$ cat config.mk
export PLATFORM = sky130hd
export DESIGN_NAME = draw_tile_layer
export DESIGN_NICKNAME = d
export VERILOG_FILES = /design/src/rtl/gfx_pkg.sv /design/src/rtl/vram_word_fetch.sv /design/src/rtl/draw_tile_layer.sv
export SDC_FILE = /design/constraint.sdc
export NUM_CORES = 1
export LEC_CHECK = 0
export BUFFER_PORTS_ARGS = -buffer_cell sky130_fd_sc_hd__buf_2
export CELL_PAD_IN_SITES_DETAIL_PLACEMENT = 1
export CELL_PAD_IN_SITES_GLOBAL_PLACEMENT = 2
export CORE_MARGIN = 1.5
export CORE_UTILIZATION = 38
export CTS_CLUSTER_DIAMETER = 80
export CTS_CLUSTER_SIZE = 12
export DETAILED_ROUTE_END_ITERATION = 8
export PLACE_DENSITY_LB_ADDON = 0.1
export SLEW_MARGIN = 5
export SYNTH_ARGS = -nofsm -noshare
export SYNTH_HDL_FRONTEND = slang
export SYNTH_SLANG_ARGS = --single-unit
$ cat constraint.sdc
create_clock -name clk -period 8.74 [get_ports clk]
set_input_delay 2.622 -clock clk [delete_from_list [all_inputs] [get_ports clk]]
set_output_delay 2.622 -clock clk [all_outputs]
set_load 0.01 [all_outputs]
$ cat src/rtl/gfx_pkg.sv
// Shared types and constants for the tile-layer renderer and its VRAM word fetcher.
package gfx_pkg;

  typedef enum logic [2:0] {
    IDLE       = 3'd0,
    FETCH_PTR  = 3'd1,
    FETCH_LINE = 3'd2,
    DRAW       = 3'd3,
    DONE       = 3'd4
  } tile_state_t;

  localparam int TILE_PX         = 8;
  localparam int BYTES_PER_ENTRY = 2;
  localparam int BYTES_PER_LINE  = 2;

  // Phases of the five-cycle two-byte VRAM read
  localparam logic [2:0] C_HI     = 3'd0;
  localparam logic [2:0] C_LO     = 3'd1;
  localparam logic [2:0] C_LATCH1 = 3'd2;
  localparam logic [2:0] C_LO2    = 3'd3;
  localparam logic [2:0] C_LATCH2 = 3'd4;

endpackage

$ cat src/rtl/vram_word_fetch.sv
// Five-cycle two-byte read over the byte-wide VRAM port: presents {byte@A, byte@A+1}
// together with a one-cycle done pulse in the last phase.
module vram_word_fetch import gfx_pkg::*; (
  input  logic        clk,
  input  logic        reset,
  input  logic        clear,
  input  logic        go,
  input  logic [15:0] addr,
  input  logic [7:0]  rdData,
  output logic [7:0]  rdAddr,
  output logic [15:0] word,
  output logic        fetchDone
);

  logic [2:0]  phase_r;
  logic [7:0]  byte0_r;
  logic [15:0] addrNext_s;

  assign addrNext_s = addr + 16'd1;

  // phase sequencing and capture of the first byte
  always_ff @(posedge clk or posedge reset) begin
    if (reset) begin
      phase_r <= C_HI;
      byte0_r <= 8'h00;
    end else if (clear || !go) begin
      phase_r <= C_HI;
      byte0_r <= 8'h00;
    end else begin
      if (phase_r == C_LATCH2) phase_r <= C_HI;
      else                     phase_r <= phase_r + 3'd1;
      if (phase_r == C_LATCH1) byte0_r <= rdData;
      else                     byte0_r <= byte0_r;
    end
  end

  // address byte mux and word presentation
  always_comb begin
    rdAddr    = 8'h00;
    word      = 16'h0000;
    fetchDone = 1'b0;
    if (go) begin
      case (phase_r)
        C_HI:     rdAddr = addr[15:8];
        C_LO:     rdAddr = addr[7:0];
        C_LATCH1: rdAddr = addrNext_s[15:8];
        C_LO2:    rdAddr = addrNext_s[7:0];
        C_LATCH2: begin
          fetchDone = 1'b1;
          word      = {byte0_r, rdData};
        end
        default:  rdAddr = 8'h00;
      endcase
    end else begin
      rdAddr = 8'h00;
    end
  end

endmodule

$ cat src/rtl/draw_tile_layer.sv
// Tile-layer renderer: walks a VRAM pointer table, fetches 2-bitplane tile lines and
// emits per-pixel frame-buffer writes with scroll offsets and optional colour-0 transparency.
module draw_tile_layer import gfx_pkg::*; #(
  parameter int TILES_X          = 20,
  parameter int TILES_Y          = 15,
  parameter int SCREEN_X         = 160,
  parameter int SCREEN_Y         = 144,
  parameter int TRANSPARENT_ZERO = 0
) (
  input  logic        clk,
  input  logic        reset,
  input  logic        start,
  input  logic        abort,
  input  logic [15:0] table_base,
  input  logic [7:0]  x_offset,
  input  logic [7:0]  y_offset,
  input  logic [7:0]  rd_data,
  output logic [7:0]  rd_addr,
  output logic        draw,
  output logic [7:0]  x_out,
  output logic [7:0]  y_out,
  output logic [1:0]  color,
  output logic        busy,
  output logic        done
);

  tile_state_t state_r, stateNext_s;
  logic [7:0]  tileX_r, tileY_r, nextTileX_s, nextTileY_s, xOff_r, yOff_r;
  logic [7:0]  plane1_r, plane0_r;
  logic [2:0]  line_r, bit_r;
  logic [15:0] ptr_r, base_r, tileIndex_s, fetchAddr_s, fetchWord_s, pixX_s, pixY_s;
  logic [7:0]  fetchRdAddr_s;
  logic [1:0]  pixColor_s;
  logic        startPrev_r, startRise_s, aborting_s, lastTile_s, fetchGo_s, fetchDone_s;

  assign startRise_s = start && !startPrev_r;
  assign aborting_s  = abort && (state_r != IDLE);
  assign lastTile_s  = (tileX_r == 8'(TILES_X - 1)) && (tileY_r == 8'(TILES_Y - 1));
  assign tileIndex_s = 16'(tileY_r) * 16'(TILES_X) + 16'(tileX_r);
  assign fetchGo_s   = (state_r == FETCH_PTR) || ((state_r == FETCH_LINE) && (ptr_r != 16'h0000));
  assign pixX_s      = 16'(tileX_r) * 16'(TILE_PX) + 16'(bit_r) + 16'(xOff_r);
  assign pixY_s      = 16'(tileY_r) * 16'(TILE_PX) + 16'(line_r) + 16'(yOff_r);
  assign pixColor_s  = {plane1_r[3'd7 - bit_r], plane0_r[3'd7 - bit_r]};

  // fetch address for the pointer table entry or the current tile line
  always_comb begin
    case (state_r)
      FETCH_PTR:  fetchAddr_s = base_r + 16'(BYTES_PER_ENTRY) * tileIndex_s;
      FETCH_LINE: fetchAddr_s = ptr_r + 16'(BYTES_PER_LINE) * 16'(line_r);
      default:    fetchAddr_s = 16'h0000;
    endcase
  end

  // row-major tile advance
  always_comb begin
    if (tileX_r == 8'(TILES_X - 1)) begin
      nextTileX_s = 8'd0;
      nextTileY_s = tileY_r + 8'd1;
    end else begin
      nextTileX_s = tileX_r + 8'd1;
      nextTileY_s = tileY_r;
    end
  end

  vram_word_fetch uFetch (
    .clk       (clk),
    .reset     (reset),
    .clear     (aborting_s),
    .go        (fetchGo_s),
    .addr      (fetchAddr_s),
    .rdData    (rd_data),
    .rdAddr    (fetchRdAddr_s),
    .word      (fetchWord_s),
    .fetchDone (fetchDone_s)
  );

  // state register
  always_ff @(posedge clk or posedge reset) begin
    if (reset) state_r <= IDLE;
    else       state_r <= stateNext_s;
  end

  // start history so a held request cannot retrigger a frame
  always_ff @(posedge clk or posedge reset) begin
    if (reset) startPrev_r <= 1'b0;
    else       startPrev_r <= start;
  end

  // next-state logic; abort overrides every transition
  always_comb begin
    stateNext_s = state_r;
    if (aborting_s) begin
      stateNext_s = IDLE;
    end else begin
      case (state_r)
        IDLE: begin
          if (startRise_s) stateNext_s = FETCH_PTR;
          else             stateNext_s = IDLE;
        end
        FETCH_PTR: begin
          if (fetchDone_s) stateNext_s = FETCH_LINE;
          else             stateNext_s = FETCH_PTR;
        end
        FETCH_LINE: begin
          if (ptr_r == 16'h0000) stateNext_s = lastTile_s ? DONE : FETCH_PTR;
          else if (fetchDone_s)  stateNext_s = DRAW;
          else                   stateNext_s = FETCH_LINE;
        end
        DRAW: begin
          if (bit_r != 3'd7)       stateNext_s = DRAW;
          else if (line_r != 3'd7) stateNext_s = FETCH_LINE;
          else                     stateNext_s = lastTile_s ? DONE : FETCH_PTR;
        end
        DONE: begin
          if (!start) stateNext_s = IDLE;
          else        stateNext_s = DONE;
        end
        default: stateNext_s = IDLE;
      endcase
    end
  end

  // frame counters, latched frame parameters and fetched tile data
  always_ff @(posedge clk or posedge reset) begin
    if (reset) begin
      tileX_r <= 8'd0;    tileY_r <= 8'd0;    line_r   <= 3'd0;  bit_r    <= 3'd0;
      ptr_r   <= 16'h0000; base_r <= 16'h0000; plane1_r <= 8'h00; plane0_r <= 8'h00;
      xOff_r  <= 8'd0;    yOff_r  <= 8'd0;
    end else if (aborting_s) begin
      tileX_r <= 8'd0;    tileY_r  <= 8'd0;  line_r   <= 3'd0;  bit_r <= 3'd0;
      ptr_r   <= 16'h0000; plane1_r <= 8'h00; plane0_r <= 8'h00;
    end else begin
      case (state_r)
        IDLE: if (startRise_s) begin
          base_r  <= table_base; xOff_r  <= x_offset; yOff_r <= y_offset;
          tileX_r <= 8'd0;       tileY_r <= 8'd0;     line_r <= 3'd0; bit_r <= 3'd0;
        end
        FETCH_PTR: if (fetchDone_s) begin
          ptr_r  <= fetchWord_s;
          line_r <= 3'd0;
        end
        FETCH_LINE: if (ptr_r == 16'h0000) begin
          tileX_r <= nextTileX_s;
          tileY_r <= nextTileY_s;
        end else if (fetchDone_s) begin
          plane1_r <= fetchWord_s[15:8];
          plane0_r <= fetchWord_s[7:0];
          bit_r    <= 3'd0;
        end
        DRAW: begin
          bit_r <= bit_r + 3'd1;
          if (bit_r == 3'd7) begin
            if (line_r != 3'd7) begin
              line_r <= line_r + 3'd1;
            end else begin
              line_r  <= 3'd0;
              tileX_r <= nextTileX_s;
              tileY_r <= nextTileY_s;
            end
          end
        end
        default: begin end
      endcase
    end
  end

  // outputs decoded from state; everything idles at zero
  always_comb begin
    busy    = (state_r == FETCH_PTR) || (state_r == FETCH_LINE) || (state_r == DRAW);
    done    = (state_r == DONE);
    rd_addr = fetchRdAddr_s;
    draw    = 1'b0;
    x_out   = 8'd0;
    y_out   = 8'd0;
    color   = 2'b00;
    if (state_r == DRAW) begin
      x_out = pixX_s[7:0];
      y_out = pixY_s[7:0];
      color = pixColor_s;
      draw  = (pixX_s < 16'(SCREEN_X)) && (pixY_s < 16'(SCREEN_Y)) && !abort &&
              !((TRANSPARENT_ZERO != 0) && (pixColor_s == 2'b00));
    end else begin
      draw = 1'b0;
    end
  end

endmodule
==> run metrics <==
uppermost metal layer occupied by signal nets met4; time the worst path needs with I/O delays and setup 8.12 ns; final hold vios 0; # nets final 985; Placed Area 8140 sq um; clock tree buffer depth 2; via count of the first global-routing pass 6941; Hold-fix buffers, CTS 0; Synthesized Nets between 900 and 1000; Max Cap Viol 0; register-to-register setup slack 5.17 ns; area added between synthesis and finish 12.4%; number of placement rows between 50 and 60; Sum Neg Setup Slack 0 ns; post-CTS resize count 0; Post CTS Setup Buffer Count 0; status finished, final reports clean; Reg2Reg Depth 7; PnR Total Power approximately 1.8 mW; largest net degree at the start of global routing 59; CP endpoint kind output pin; total of endpoints with negative setup slack in the final report 0; ratio of final minimum period to clock period 0.928; Worst Hold Margin 0.506 ns; Syn Inst Count ~800; CTS Buf Count 9; TritonCTS clock tree yes; first-pass GRT wire length 37300 um; Worst path slowest cell sky130_fd_sc_hd__dfrtp_1; count of synthesis-stage warnings from yosys 0; synthesis-stage register bit count 101; unrepaired setup endpoints after global routing false; final count of pins violating max slew 0; fraction of layout cells with a size suffix above 1 0.175; number of flops mapped to enable cells by yosys 0; number of DRC violations after detailed routing 0; synthesized area 7510 sq um; count of port buffers added during placement between 70 and 80; Clock Latency Late Sink 0.36 ns; cell chosen for the clock root sky130_fd_sc_hd__clkbuf_16; P_leak 3.83 nW; placeable core region 19400 sq um; fraction of the yosys area taken by sequential cells 0.336; transition at the pin with the smallest max-transition slack approximately 1.2 ns; Crit Reg-Reg Endpoint plane0_r[7]; CTS H-Tree Depth 3; ranking of synthesized cells by area sky130_fd_sc_hd__dfrtp_1 (34%), sky130_fd_sc_hd__ha_1 (11%), sky130_fd_sc_hd__mux2_2 (4.8%), sky130_fd_sc_hd__a21oi_1 (3.9%), sky130_fd_sc_hd__nor2_1 (3.8%); Max IR drop VDD 0.116 mV; crit path DAT roughly 5.5 ns; I/O pins 73; most frequently used flop master after synthesis sky130_fd_sc_hd__dfrtp_1; f_max around 0.12 GHz; largest stage delay on the critical path 0.50 ns; starting DRC count in detailed routing 303; power per unit of standard cell area 218 nW/um^2; half-perimeter wire length after detailed placement 17600 um; initial antenna violation count 0; share of async-settable or async-resettable flops after synthesis 1.00; count of cells along the worst hold path 1; cell repeated most along the worst path sky130_fd_sc_hd__ha_1; DIE AREA approximately 20000 sq um; critical path peak fanout 8; total clock sinks 101; total detailed-routing wirelength 22600 um; endpoint required time on the critical path 6.12 ns; count of antenna diodes in the layout 0; Initial Utilization 0.387; Critical Path Start Type flip-flop; routed via count divided by cell count 5.61; utilization of the core after routing 0.435; list of cells traversed by the critical path ha_1 -> ha_1 -> fa_1 -> ha_1 -> a21oi_1 -> nor2b_1 -> o21a_1 -> xor2_1 -> ha_1 -> nand2_1 -> o21ai_0 -> nand3_1 -> o221a_1 -> a21boi_0 -> nand2_1 -> a2111oi_2 -> mux2i_1 -> o221ai_1 -> buf_2; sum of met3 wire segment lengths after detailed routing 802 um; final estimated routing congestion in global placement 0.888; Routed wire per std cell 19.8 um; Worst setup endpoint rd_addr[7]; beginning of the critical path tileY_r[1]; clock-pin slew of the registers on the worst-case setup and hold paths 0.08 ns; FF-to-FF Start state_r[1]; library cell with the largest summed area after synthesis sky130_fd_sc_hd__dfrtp_1; Max-slew headroom 0.223; antenna-violating nets left 0; total global routing track utilization 0.233; Yosys top cell area share 0.336; total met2 wirelength after detailed routing 10700 um; post-route standard cell area excluding fillers about 8400 sq um; type of the worst setup path reg -> out; routed metal-1 wire length 10700 um; post-synthesis average cell area around 9.3 sq um; setup clock skew after layout around 0.015 ns; overall via count from detail_route about 6400; detailed-routing iteration count for the pre-antenna-repair pass 4; die span in y 144 um; count of unique library cells instantiated by Yosys 74; total congestion overflow after global routing 0; chip width 144 um; type of the most critical hold path reg -> reg
## worst min path at each step
stage / from / endpoint
final: uFetch.phase_r[0] / uFetch.phase_r[0]
after global routing: plane0_r[6] / plane0_r[6]
after CTS: plane0_r[4] / plane0_r[4]
after detailed placement: plane0_r[4] / plane0_r[4]
after global placement: uFetch.phase_r[0] / uFetch.phase_r[0]
after floorplan: uFetch.phase_r[0] / uFetch.phase_r[0]
## state kept, by name, indices dropped and copies added, names as in the netlist, 8 cells and up
| register | flops |
|---|---|
| base_r | 16 |
| ptr_r | 16 |
| plane0_r | 8 |
| plane1_r | 8 |
| xOff_r | 8 |
| tileY_r | 8 |
| tileX_r | 8 |
| uFetch.byte0_r | 8 |
| yOff_r | 8 |
## layout by cell type, fill, tap and decap left out, types with 25 or more instances in the layout
| master | n |
|---|---|
| sky130_fd_sc_hd__dfrtp_1 | 101 |
| sky130_fd_sc_hd__nor2_1 | 75 |
| sky130_fd_sc_hd__nand2_1 | 73 |
| sky130_fd_sc_hd__buf_2 | 72 |
| sky130_fd_sc_hd__ha_1 | 64 |
| sky130_fd_sc_hd__a21oi_1 | 58 |
| sky130_fd_sc_hd__mux2_2 | 32 |
| sky130_fd_sc_hd__xnor2_1 | 32 |
| sky130_fd_sc_hd__o21ai_0 | 31 |
| sky130_fd_sc_hd__xor2_1 | 25 |
## cells by family (layout without fill, tap and decap cells)
family	Yosys count	in the layout	share of synthesized area
other cells	1	1	0.000499
buf+inv	52	118	0.0277
mux	46	46	0.0733
compound gates	202	202	0.184
flops	101	101	0.336
simple gates	281	281	0.189
fa+ha+maj	70	70	0.123
xor+xnor	57	57	0.0665
## through the flow
stage               setup WS (ns)  cells
floorplan                    1.65    810
global placement             1.23   1125
detailed placement           1.02   1125
CTS                         0.601   1141
global route                0.202   1141
finish                      0.625   1141
## Yosys cell counts, types with 9 or more instances
| cell | instances |
|---|---|
| sky130_fd_sc_hd__clkbuf_1 | 21 |
| sky130_fd_sc_hd__nand3_1 | 20 |
| sky130_fd_sc_hd__mux2_2 | 32 |
| sky130_fd_sc_hd__mux2i_1 | 10 |
| sky130_fd_sc_hd__nor4_1 | 11 |
| sky130_fd_sc_hd__and2_1 | 12 |
| sky130_fd_sc_hd__a21oi_1 | 58 |
| sky130_fd_sc_hd__nor3_1 | 21 |
| sky130_fd_sc_hd__nor2_1 | 76 |
| sky130_fd_sc_hd__a32o_1 | 9 |
| sky130_fd_sc_hd__o21bai_1 | 10 |
| sky130_fd_sc_hd__inv_1 | 24 |
| sky130_fd_sc_hd__nor2b_1 | 16 |
| sky130_fd_sc_hd__xor2_1 | 25 |
| sky130_fd_sc_hd__xnor2_1 | 32 |
| sky130_fd_sc_hd__o21ai_0 | 31 |
| sky130_fd_sc_hd__a22o_1 | 13 |
| sky130_fd_sc_hd__a21o_1 | 10 |
| sky130_fd_sc_hd__nand2_1 | 73 |
| sky130_fd_sc_hd__ha_1 | 64 |
| sky130_fd_sc_hd__dfrtp_1 | 101 |
## routing by layer
metal | GRT usage | up-vias
li1 | - | 3070
met1 | 0.313 | 3178
met2 | 0.393 | 123
met3 | 0.0330 | 32
met4 | 0.0650 | 0
met5 | 0 | -
## report_power, final
group	total [mW]	switching [mW]	internal [mW]
registers	0.663	0.0956	0.567
logic	0.758	0.444	0.313
clock network	0.420	0.216	0.205
## layout make-up
class                           instances  area, sq um
Multi-Input combinational cell        657         4790
Sequential cell                       101         2530
Clock inverter                          7         75.1
Fill cell                            2315        11000
Inverter                               24         92.6
Clock buffer                            9          225
Tap cell                              265          332
Timing Repair Buffer                   78          405
## worst max-delay path: cells and delay by family (launching register included)
| kind | cells | cell delay (ns) |
|---|---|---|
| flip-flops | 1 | 0.50 |
| adder cells (fa/ha/maj) | 5 | 1.77 |
| multiplexers | 1 | 0.22 |
| AO/OA/AOI/OAI | 7 | 1.84 |
| AND/OR/NAND/NOR | 4 | 0.47 |
| buffers and inverters | 1 | 0.16 |
| XOR/XNOR | 1 | 0.17 |
Note: power is estimated with default switching activity, not from simulation.
